[config.mk]
export PLATFORM = sky130hd
export DESIGN_NAME = mem_port_arbiter
export DESIGN_NICKNAME = d
export VERILOG_FILES = /design/src/rtl/mem_port_arbiter.sv
export SDC_FILE = /design/constraint.sdc
export NUM_CORES = 1
export LEC_CHECK = 0
export ABC_CLOCK_PERIOD_IN_PS = 3800
export BUFFER_PORTS_ARGS = -buffer_cell sky130_fd_sc_hd__buf_2
export CAP_MARGIN = 20
export CORE_AREA = 2 2 112 114
export DETAILED_ROUTE_END_ITERATION = 10
export DIE_AREA = 0 0 114 116
export SLEW_MARGIN = 20
export SYNTH_ARGS = -nofsm -noshare
export SYNTH_HDL_FRONTEND = slang
export SYNTH_SLANG_ARGS = --single-unit
export TNS_END_PERCENT = 20
[constraint.sdc]
create_clock -name clk -period 3.8 [get_ports clk]
set_input_delay 0.76 -clock clk [delete_from_list [all_inputs] [get_ports clk]]
set_output_delay 0.76 -clock clk [all_outputs]
set_load 0.01 [all_outputs]
[src/rtl/mem_port_arbiter.sv]
// Two-requester arbiter for a shared sram-like memory port: fetch vs data,
// with grant lock until accept, fetch starvation guard and in-order response routing.
module mem_port_arbiter #(
  parameter int unsigned FIFO_DEPTH   = 4,
  parameter int unsigned STARVE_LIMIT = 4
) (
  input  logic        clk,
  input  logic        resetn,

  input  logic        inst_req,
  input  logic        inst_cache,
  input  logic [31:0] inst_addr,
  output logic [31:0] inst_rdata,
  output logic        inst_addr_ok,
  output logic        inst_data_ok,

  input  logic        data_req,
  input  logic        data_cache,
  input  logic        data_wr,
  input  logic [3:0]  data_wstrb,
  input  logic [31:0] data_addr,
  input  logic [2:0]  data_size,
  input  logic [31:0] data_wdata,
  output logic [31:0] data_rdata,
  output logic        data_addr_ok,
  output logic        data_data_ok,

  output logic        mem_req,
  output logic        mem_cache,
  output logic        mem_wr,
  output logic [3:0]  mem_wstrb,
  output logic [31:0] mem_addr,
  output logic [2:0]  mem_size,
  output logic [31:0] mem_wdata,
  input  logic [31:0] mem_rdata,
  input  logic        mem_addr_ok,
  input  logic        mem_data_ok,

  output logic        resp_err
);

  localparam int unsigned PTR_W = (FIFO_DEPTH > 1) ? $clog2(FIFO_DEPTH) : 1;
  localparam int unsigned CNT_W = $clog2(FIFO_DEPTH + 1);
  localparam int unsigned STK_W = (STARVE_LIMIT > 0) ? $clog2(STARVE_LIMIT + 1) : 1;

  localparam logic [CNT_W-1:0] FULL_CNT = CNT_W'(FIFO_DEPTH);
  localparam logic [STK_W-1:0] STK_MAX  = STK_W'(STARVE_LIMIT);

  typedef enum logic {
    SRC_INST = 1'b0,
    SRC_DATA = 1'b1
  } src_e;

  src_e             fifo_q [FIFO_DEPTH];
  logic [PTR_W-1:0] wr_ptr_q, wr_ptr_d;
  logic [PTR_W-1:0] rd_ptr_q, rd_ptr_d;
  logic [CNT_W-1:0] count_q, count_d;
  logic             lock_vld_q, lock_vld_d;
  src_e             lock_src_q, lock_src_d;
  logic [STK_W-1:0] streak_q, streak_d;
  logic             resp_err_q, resp_err_d;

  logic grant_vld;
  src_e grant_src;
  logic push, pop;
  src_e head;

  // Grant is derived purely from registered state plus current requests.
  always_comb begin
    grant_vld = 1'b0;
    grant_src = SRC_DATA;
    if (lock_vld_q) begin
      grant_vld = 1'b1;
      grant_src = lock_src_q;
    end else if (count_q == FULL_CNT) begin
      grant_vld = 1'b0;
    end else if (inst_req && data_req) begin
      grant_vld = 1'b1;
      grant_src = (streak_q == STK_MAX) ? SRC_INST : SRC_DATA;
    end else if (data_req) begin
      grant_vld = 1'b1;
      grant_src = SRC_DATA;
    end else if (inst_req) begin
      grant_vld = 1'b1;
      grant_src = SRC_INST;
    end
  end

  always_comb begin
    mem_req = resetn && grant_vld &&
              ((grant_src == SRC_INST) ? inst_req : data_req);
    mem_cache = data_cache;
    mem_wr    = data_wr;
    mem_wstrb = data_wstrb;
    mem_addr  = data_addr;
    mem_size  = data_size;
    mem_wdata = data_wdata;
    if (grant_src == SRC_INST) begin
      mem_cache = inst_cache;
      mem_wr    = 1'b0;
      mem_wstrb = '0;
      mem_addr  = inst_addr;
      mem_size  = 3'd2;
      mem_wdata = '0;
    end
  end

  assign push = mem_req && mem_addr_ok;
  assign pop  = mem_data_ok && (count_q != '0);
  assign head = fifo_q[rd_ptr_q];

  assign inst_addr_ok = push && (grant_src == SRC_INST);
  assign data_addr_ok = push && (grant_src == SRC_DATA);
  assign inst_data_ok = pop && (head == SRC_INST);
  assign data_data_ok = pop && (head == SRC_DATA);
  assign inst_rdata   = mem_rdata;
  assign data_rdata   = mem_rdata;
  assign resp_err     = resp_err_q;

  always_comb begin
    wr_ptr_d   = push ? wr_ptr_q + PTR_W'(1) : wr_ptr_q;
    rd_ptr_d   = pop  ? rd_ptr_q + PTR_W'(1) : rd_ptr_q;
    count_d    = count_q;
    if (push && !pop) count_d = count_q + CNT_W'(1);
    if (!push && pop) count_d = count_q - CNT_W'(1);
    // A pending, unaccepted request pins the grant; a dropped req releases it.
    lock_vld_d = mem_req && !mem_addr_ok;
    lock_src_d = grant_src;
    streak_d   = streak_q;
    if (push && (grant_src == SRC_DATA) && inst_req) begin
      if (streak_q != STK_MAX) streak_d = streak_q + STK_W'(1);
    end else if ((push && (grant_src == SRC_INST)) || !inst_req) begin
      streak_d = '0;
    end
    resp_err_d = resp_err_q || (mem_data_ok && (count_q == '0));
  end

  always_ff @(posedge clk or negedge resetn) begin
    if (!resetn) begin
      wr_ptr_q   <= '0;
      rd_ptr_q   <= '0;
      count_q    <= '0;
      lock_vld_q <= 1'b0;
      lock_src_q <= SRC_INST;
      streak_q   <= '0;
      resp_err_q <= 1'b0;
    end else begin
      wr_ptr_q   <= wr_ptr_d;
      rd_ptr_q   <= rd_ptr_d;
      count_q    <= count_d;
      lock_vld_q <= lock_vld_d;
      lock_src_q <= lock_src_d;
      streak_q   <= streak_d;
      resp_err_q <= resp_err_d;
    end
  end

  always_ff @(posedge clk) begin
    if (push) fifo_q[wr_ptr_q] <= grant_src;
  end

endmodule
==> metrics.yaml, run 1 <==
n_fill_cell: 1315
io_buffers: 190
max-slew-margin-rel_pct: 74.48
drive_gt1_share_pct: 68.48
setup_ws_ns: 0.7823
end_kind: "primary output"
syn-num-nets: 378
drtIter0Drc: 44
cts_sinks: 17
max_freq_ghz: 0.3314
p_int_uw: 696.3
period_share_pct: 79.41
grt_max_degree: 45
ant_nets: 0
cts_resized: 0
place_hpwl_um: 6778
status: "finished clean"
grt_setup_unrepaired: "no"
skew_ns: 0.001143
critPathBufInv: 3
layout_common_cells: "buf_2, and2_1, mux2_2"
synth_cells: 226
clk_pin_slew_ns: 0.05
synth-edff-count: 4
synth.avg_cell_area_um2: 9.201
maxCapViolations: 0
power-per-cell-area_mw_per_mm2: 403.8
gr-total-overflow: 0
min_period_ns: 3.018
htree_levels: 1
placement.cell_area_mm2: 0.002704
vias_per_cell: 3.952
drc: 0
core_area_mm2: 0.01191
r2r_cells: 10
yosysUniqueCellTypes: 39
p_total_mw: 1.126
critical_path_class: "flip-flop to primary output"
vdd.ir_drop.worst_mv: 0.1638
ys_seq_area_share_pct: 21.42
post_cts_buffers: 0
hold_buffers: 0
ios: 287
gp_congestion: 0.8605
postRouteWirelength_um: 7580
hold_viol_final: 0
cts_tree: "yes"
p_switching_uw: 429.8
pre_cts_slack_ns: 0.8218
synth-main-ff-cell: "dfrtp_1"
critPathArrivalTime_ns: 2.26
start_util_pct: 17.46
drv_slew: 0
power_frac_seq_pct: 25.7
final_common_cell: "buf_2"
rows: 40
switching_share_pct: 38.17
syn_to_final_growth_pct: 34.12
crit_chain: "inv_1 > ha_1 > a21boi_0 > o41a_2 > buf_4 > mux2_2 > buf_2"
holdWs_ns: 0.4059
min_path_type: "primary input to asynchronous set/reset pin"
tns_ns: 0
num_vias: 1968
nets: 502
power_leakage_nw: 1.462
wire_per_inst_um: 15.22
final_cell_area_mm2: 0.002789
antenna_found_initial: 3
dieArea_mm2: 0.01322
slowest_stage: "o41a_2"
synthArstFlopShare_pct: 76.47
tightest_slew_ns: 0.3829
p_comb_share_pct: 56.0
clkPwrFrac_pct: 18.4
die_w_um: 114
clk_path_buf_depth: 2
drtPass1Iterations: 4
root_buffer: "clkbuf_16"
worstPathMaxFanout: 38
die_y_um: 116
setup_violations: 0
grt_pass1_vias: 1917
cpPeakStageDelay_ns: 0.45
clock_latency_ns: 0.24
crit_required_ns: 3.04
critPathLaunchType: "flip-flop"
cp.depth: 7
ys_ff_latch: 17
synth_area_mm2: 0.002079
grtUsageTotal_pct: 10.51
synth_warnings: 0
grt_pass1_wl_um: 10870
cp_top_family: "compound AO/OA/AOI/OAI gates"
cts_buffers: 3
[state kept, by name, summed over array words and instances (netlist names)]
signal / cells
rd_ptr_q: 2
wr_ptr_q: 2
fifo_q: 4
count_q: 3
streak_q: 3
resp_err: 1
lock_src_q: 1
lock_vld_q: 1
[power by group through the flow]
stage	Combinational (mW)	Sequential (mW)	Clock [mW]
after floorplan	0.461	0.281	0
after global placement	0.624	0.289	0
after detailed placement	0.639	0.292	0
after CTS	0.645	0.289	0.211
after global routing	0.700	0.298	0.223
final	0.630	0.289	0.207
[metal layers]
layer,wire [um],share of wire [%],global-route usage (%),vias up
met5,13,0.17,0,-
met2,3913,52,17.90,124
li1,-,-,-,925
met4,39,0.51,1.707,2
met1,2935,39,13.34,913
met3,678,8.9,3.243,4
[cell usage after synthesis, types with 3 or more instances]
master    count  area (um^2)
inv_1        11        41.29
and3_2        3        22.52
clkbuf_1      4        15.01
and2_1       40        250.2
buf_2         4        20.02
ha_1          7        87.58
mux2_2       34        382.9
nor2_1        3        11.26
nand2_1       4        15.01
buf_4        64        480.5
dfrtp_1      13        325.3
xnor2_1       4        35.03
edfxtp_1      4        120.1
[layout make-up]
type                       count  area [um^2]  share of cell area [%]
inverter                      11        41.29                   1.480
antenna                        2        5.005                  0.1795
clock inverter                 1        5.005                  0.1795
tap                          147        183.9                   6.595
multi-input combinational    125         1067                   38.27
timing repair buffer         192        965.9                   34.63
sequential                    17        445.4                   15.97
clock buffer                   3        75.07                   2.692
[through the flow]
stage / std cells / utilization [%]
global placement: 492 / 22.70
finish: 498 / 23.41
global route: 497 / 23.39
detailed placement: 492 / 22.70
CTS: 496 / 23.37
floorplan: 226 / -
[final timing paths]
check,end,startpoint,slack (ns)
worst min register to register,resp_err,resp_err,0.46
max in group asynchronous,streak_q[2],resetn,3.15
min in group clk,resp_err,resp_err,0.46
worst min-delay path,count_q[2],resetn,0.41
worst max register to register,count_q[2],count_q[1],1.17
worst max-delay path,mem_addr[18],streak_q[0],0.78
[cell families (layout without fill, tap and decap cells)]
| kind of cell | count (synthesis) | after routing | synth area share, % |
|---|---|---|---|
| AOI/OAI and AO/OA | 11 | 11 | 4.392 |
| xor gates and xnor gates | 6 | 6 | 2.527 |
| adders and majority gates | 8 | 8 | 5.174 |
| buffers and inverters | 84 | 207 | 27.32 |
| DFF | 17 | 17 | 21.42 |
| muxes | 35 | 35 | 19.49 |
| other | 0 | 2 | 0 |
| and+or+nand+nor | 65 | 65 | 19.67 |
Power figures use the tool's default switching activity.
==> inputs of run 2 (changes only) <==
Settings changed: ABC_CLOCK_PERIOD_IN_PS 3800 to 2700, CORE_AREA 2 2 112 114 to 2 2 113 115, DIE_AREA 0 0 114 116 to 0 0 115 117.
Clock period 3.8 ns to 2.7 ns, I/O delays scaled along.
==> metrics.yaml, run 2 (synthesis gave the netlist of run 1 again) <==
status: "finished with violations"  # was finished clean
violations: "setup timing"
final_common_cell: "buf_2"  # unchanged
cts_sinks: 17  # unchanged
gr-total-overflow: 0  # unchanged
critPathLaunchType: "flip-flop"  # unchanged
drtPass1Iterations: 4  # unchanged
critPathArrivalTime_ns: 2.18  # was 2.26 ns
p_comb_share_pct: 63.3  # was 56.0%
setup_ws_ns: -0.02007  # was 0.7823 ns
hold_viol_final: 0  # unchanged
switching_share_pct: 37.18  # was 38.17%
dieArea_mm2: 0.01346  # was 0.01322 mm^2
grt_setup_unrepaired: "yes"  # was no
vias_per_cell: 4.023  # was 3.952
drive_gt1_share_pct: 74.25  # was 68.48%
min_period_ns: 2.720
gp_congestion: 0.9057  # was 0.8605
vdd.ir_drop.worst_mv: 0.2061  # was 0.1638 mV
multi_input_area_mm2: 0.001164  # was 0.001067 mm^2
power_leakage_nw: 1.732  # was 1.462 nW
cts_buffers: 3  # unchanged
p_int_mw: 1.214  # was 696.3 uW
drc: 0  # unchanged
nets: 518  # was 502
fin_cells: 515  # was 498
critPathLaunch: "streak_q[1]"  # was streak_q[0]
layout_common_cells: "buf_2, buf_6, mux2_2, and2_1, dfrtp_1"  # was buf_2, and2_1, mux2_2
top_regs: "fifo_q (4), count_q (3), streak_q (3)"  # unchanged
p_switching_uw: 718.4  # was 429.8 uW
clkPwrFrac_pct: 15.3  # was 18.4%
crit_required_ns: 2.16  # was 3.04 ns
clk_pin_slew_ns: 0.05  # about the same
die_w_um: 115  # was 114 um
drv_slew: 0  # unchanged
io_buffers: 190  # unchanged
critical_path_class: "flip-flop to primary output"  # unchanged
min_path_type: "primary input to asynchronous set/reset pin"  # unchanged
clk_path_buf_depth: 2  # unchanged
clock_latency_ns: 0.25  # was 0.24 ns
grt_pass1_vias: 1902  # was 1917
grtUsageTotal_pct: 10.83  # was 10.51%
tightest_slew_ns: 0.3123  # was 0.3829 ns
rr_startpoint: "lock_vld_q"  # was count_q[1]
maxCapViolations: 0  # unchanged
pre_cts_slack_ns: 0.07840  # was 0.8218 ns
holdWs_ns: 0.2479  # was 0.4059 ns
num_vias: 2072  # was 1968
period_share_pct: 100.7
syn_to_final_growth_pct: 60.53  # was 34.12%
largest_register: "fifo_q"  # unchanged
seqCellArea_um2: 445.4  # unchanged
drtIter0Drc: 56  # was 44
power-per-cell-area_mw_per_mm2: 578.8  # was 403.8 mW/mm^2
p_total_mw: 1.932  # was 1.126 mW
skew_ns: 0.002424  # was 0.001143 ns
ant_nets: 0  # unchanged
setup_violations: 15  # was 0
worstPathMaxFanout: 8  # was 38
max_freq_ghz: 0.3676
root_buffer: "clkbuf_16"  # unchanged
place_hpwl_um: 7196  # was 6778 um
max-slew-margin-rel_pct: 79.09  # was 74.48%
end_kind: "primary output"  # unchanged
postRouteWirelength_um: 9363  # was 7580 um
core_area_mm2: 0.01231  # was 0.01191 mm^2
grt_max_degree: 49  # was 45
hold_buffers: 0  # unchanged
die_y_um: 117  # was 116 um
ios: 287  # unchanged
n_antenna_cell: 0  # was 2
power_frac_seq_pct: 21.4  # was 25.7%
cts_tree: "yes"  # unchanged
antenna_found_initial: 0  # was 3
n_fill_cell: 1296  # was 1315
wire_per_inst_um: 18.18  # was 15.22 um
start_util_pct: 16.89  # was 17.46%
grt_pass1_wl_um: 11040  # was 10870 um
largest_reg_flops: 4  # unchanged
rows: 41  # was 40
htree_levels: 1  # unchanged
placed_cells: 497  # was 492
run 2: cell count changes in the layout (fill, tap and decap cells not counted), sizes merged:
cell | previous run | this run
buf | 192 | 201
o41a | 1 | 2
diode | 2 | 0
clkbuf | 3 | 9
run 2: routing by layer:
| metal | up-vias | global-route usage [%] | routed length, um |
|---|---|---|---|
| met5 | - | 0 | 0 |
| met4 | 0 | 2.410 | 108 |
| met3 | 4 | 2.575 | 678 |
| met2 | 149 | 18.94 | 4710 |
| met1 | 961 | 13.58 | 3865 |
| li1 | 958 | - | - |
run 2: path summary, 6_finish.rpt:
path	endpoint	cells after the start	slack (ns)
min in group clk	resp_err	1	0.45
max	mem_addr[1]	7	-0.02
min reg2reg	resp_err	1	0.45
max in group asynchronous	lock_src_q	2	2.29
max reg2reg	count_q[2]	10	0.20
min	rd_ptr_q[1]	2	0.25
run 2: area by class of cell:
type                       count  area share (%)
clock inverter                 1          0.1499
sequential                    17           13.34
timing repair buffer         207           42.54
tap                          150           5.622
inverter                      11           1.237
clock buffer                   3           2.249
multi-input combinational    126           34.86
run 2: stage by stage:
step / area, um^2 / util [%] / TNS (ns)
2_1_floorplan: 2079 / - / 0
3_3_place_gp: 2748 / 22.32 / 0
3_5_place_dp: 2748 / 22.32 / 0
4_1_cts: 2830 / 22.99 / 0
5_1_grt: 3338 / 27.11 / -2.231
6_report: 3338 / 27.11 / -0.1359
run 2: what timing repair did:
action,CTS,global route
resized for setup,1,59
buffers inserted,0,5
gates cloned,0,9
pin swaps,1,14
endpoints found under the setup margin,32,33
run 2: worst max-delay path, cell delays in order (launching register included):
cell	delay, ns
dfrtp_1	0.38
inv_2	0.08
ha_4	0.16
a21boi_4	0.07
o41a_4	0.60
clkbuf_16	0.21
mux2_2	0.30
buf_6	0.13
run 2: power groups by stage:
stage	sequential, mW	clock, mW	combinational, mW
2_1_floorplan	0.396	0	0.649
3_3_place_gp	0.408	0	0.919
3_5_place_dp	0.412	0	0.936
4_1_cts	0.410	0.302	0.940
5_1_grt	0.428	0.313	1.33
6_report	0.414	0.295	1.22
==> inputs of run 3 (changes only) <==
Settings changed: ABC_AREA set to 1, CORE_AREA 2 2 113 115 to 2 2 111 113, DIE_AREA 0 0 115 117 to 0 0 113 115.
==> metrics.yaml, run 3 <==
min_path_type: "primary input to asynchronous set/reset pin"  # unchanged
clk_pin_slew_ns: 0.05  # about the same
crit_chain: "inv_1 > ha_1 > nand2_1 > nand2_1 > nand3_2 > nand2_2 > buf_12 > nor2_1 > buf_2"  # was inv_2 > ha_4 > a21boi_4 > o41a_4 > clkbuf_16 > mux2_2 > buf_6
setup_violations: 0  # was 15
cpPeakStageDelay_ns: 0.37  # was 0.60 ns
end_kind: "primary output"  # unchanged
critical_path_class: "flip-flop to primary output"  # unchanged
synth_cells: 361  # was 226
synthArstFlopShare_pct: 76.47  # unchanged
power_leakage_nw: 1.895  # was 1.732 nW
die_y_um: 115  # was 117 um
ys_ff_latch: 17  # unchanged
final_common_cell: "buf_2"  # unchanged
cts_sinks: 17  # unchanged
holdWs_ns: 0.2535  # was 0.2479 ns
clk_path_buf_depth: 2  # unchanged
postRouteWirelength_um: 6814  # was 9363 um
tightest_slew_ns: 0.2967  # was 0.3123 ns
synthTopCellsByCount: "nand2_1, buf_4, inv_1"  # was buf_4, and2_1, mux2_2
wire_per_inst_um: 10.82  # was 18.18 um
ios: 287  # unchanged
syn_to_final_growth_pct: 30.89  # was 60.53%
num_vias: 2345  # was 2072
r2r_end: "count_q[2]"  # unchanged
placed_cells: 626  # was 497
min_period_ns: 2.551  # was 2.720 ns
cts_buffers: 3  # unchanged
max_freq_ghz: 0.3920  # was 0.3676 GHz
ant_nets: 0  # unchanged
drv_slew: 0  # unchanged
dieArea_mm2: 0.01300  # was 0.01346 mm^2
synth.avg_cell_area_um2: 6.159  # was 9.201 um^2
worstPathMaxFanout: 39  # was 8
hold_viol_final: 0  # unchanged
fin_cells: 630  # was 515
antenna_found_initial: 0  # unchanged
drtPass1Iterations: 8  # was 4
io_buffers: 190  # unchanged
rr_startpoint: "streak_q[0]"  # was lock_vld_q
htree_levels: 1  # unchanged
root_buffer: "clkbuf_16"  # unchanged
synth-edff-count: 4  # unchanged
place_hpwl_um: 5716  # was 7196 um
clock_latency_ns: 0.25  # about the same
nets: 636  # was 518
top_regs: "fifo_q (4), count_q (3), streak_q (3)"  # unchanged
grt_pass1_wl_um: 9666  # was 11040 um
slowest_stage: "dfrtp_1"  # was o41a_4
cp_common_cell: "nand2_1"
finish.utilization_pct: 24.64  # was 27.11%
drc: 20  # was 0
critPathLaunchType: "flip-flop"  # unchanged
yosysMostFrequentCell: "nand2_1"  # was buf_4
r2r_cells: 15  # was 10
grt_max_degree: 41  # was 49
synth_area_mm2: 0.002223  # was 0.002079 mm^2
yosysUniqueCellTypes: 28  # was 39
tns_ns: 0  # was -0.1359 ns
power-per-cell-area_mw_per_mm2: 567.2  # was 578.8 mW/mm^2
ys_seq_area_share_pct: 20.03  # was 21.42%
post_cts_buffers: 0  # unchanged
start_util_pct: 18.82  # was 16.89%
core_area_mm2: 0.01181  # was 0.01231 mm^2
period_share_pct: 94.48  # was 100.7%
critPathArrivalTime_ns: 2.01  # was 2.18 ns
violations: "DRC"  # was setup timing
crit_required_ns: 2.16  # about the same
gp_congestion: 0.7639  # was 0.9057
largest_reg_flops: 4  # unchanged
drtIter0Drc: 110  # was 56
synth_warnings: 0  # unchanged
n_fill_cell: 1351  # was 1296
rows: 40  # was 41
maxCapViolations: 0  # unchanged
cp_top_family: "simple AND/OR/NAND/NOR gates"  # was compound AO/OA/AOI/OAI gates
skew_ns: 0.0004238  # was 0.002424 ns
status: "finished with violations"  # unchanged
syn-num-nets: 513  # was 378
grtUsageTotal_pct: 9.361  # was 10.83%
critPathBufInv: 3  # unchanged
synth_area_leader_cell: "buf_4"  # unchanged
cts_tree: "yes"  # unchanged
hold_buffers: 0  # unchanged
grt_setup_unrepaired: "no"  # was yes
layout_common_cells: "buf_2, nand2_1, inv_1"  # was buf_2, buf_6, mux2_2, and2_1, dfrtp_1
vdd.ir_drop.worst_mv: 0.2444  # was 0.2061 mV
synth-main-ff-cell: "dfrtp_1"  # unchanged
max-slew-margin-rel_pct: 80.15  # was 79.09%
p_total_mw: 1.651  # was 1.932 mW
yosysTopAreaCellShare_pct: 22.62  # was 23.10%
reg2reg_slack_ns: 0.25  # was 0.20 ns
gr-total-overflow: 0  # unchanged
n_antenna_cell: 0  # unchanged
die_w_um: 113  # was 115 um
grt_pass1_vias: 1981  # was 1902
largest_register: "fifo_q"  # unchanged
drive_gt1_share_pct: 44.72  # was 74.25%
yosys-top-cells-area: "buf_4, nand2_1, dfrtp_1"  # was buf_4, mux2_2, dfrtp_1
vias_per_cell: 3.722  # was 4.023
[run 3: cell count changes after synthesis, sizes merged, moves of 3 or more]
| cell | previous run | this run |
|---|---|---|
| nand2 | 4 | 116 |
| nand3 | 0 | 9 |
| buf | 69 | 75 |
| xnor2 | 4 | 1 |
| mux2 | 34 | 0 |
| nor2 | 3 | 55 |
| inv | 11 | 63 |
| and2 | 41 | 0 |
| and3 | 6 | 0 |
| clkbuf | 4 | 0 |
[run 3: worst max-delay path by stage]
stage / start / endpoint / cells past startpoint
floorplan: streak_q[0] / count_q[2] / 15
global placement: streak_q[0] / count_q[2] / 15
detailed placement: streak_q[0] / count_q[2] / 15
CTS: streak_q[0] / data_addr_ok / 10
global route: streak_q[0] / data_addr_ok / 10
finish: streak_q[0] / mem_wstrb[1] / 9
[run 3: stage by stage]
stage          cell area [um^2]  setup WS [ns]
6_report                   2910         0.1490
3_3_place_gp               2819         0.3126
4_1_cts                    2902        0.01738
5_1_grt                    2910       0.003850
2_1_floorplan              2223         0.4340
3_5_place_dp               2819         0.2754
[run 3: layer usage]
metal  vias to the layer above  wire [um]  share of wire (%)  GRT usage (%)
li1                       1226          -                  -              -
met3                        16        896                 13          4.059
met5                         -          0                  0              0
met4                         0        160                2.3          3.333
met2                       164       2976                 44          14.37
met1                       939       2780                 41          11.74
[run 3: final cells by class]
cell class	count	area, um^2	share of cell area, %
Clock inverter	1	7.507	0.2580
Inverter	63	244.0	8.383
Clock buffer	3	75.07	2.580
Sequential cell	17	445.4	15.31
Multi-Input combinational cell	206	964.7	33.15
Timing Repair Buffer	193	989.7	34.01
Tap cell	147	183.9	6.320
[run 3: where the power goes]
group	leakage (nW)	switching [mW]	total (mW)	internal, mW
clock	0.0371	0.100	0.300	0.200
combinational	1.67	0.565	0.953	0.388
sequential	0.191	0.0609	0.397	0.337
total	1.90	0.726	1.65	0.924
[run 3: logic make-up (layout without fill, tap and decap cells)]
logic type	after synthesis	after routing	synth area share [%]
simple gates	186	186	34.67
buf+inv	138	260	36.58
flops	17	17	20.03
fa+ha+maj	8	8	4.839
compound gates	7	7	1.913
xor+xnor	5	5	1.970
[run 3: timing repair]
item,4_1_cts,5_1_grt
gates resized for setup,0,3
setup endpoints to repair,0,1
hold endpoints to repair,0,0
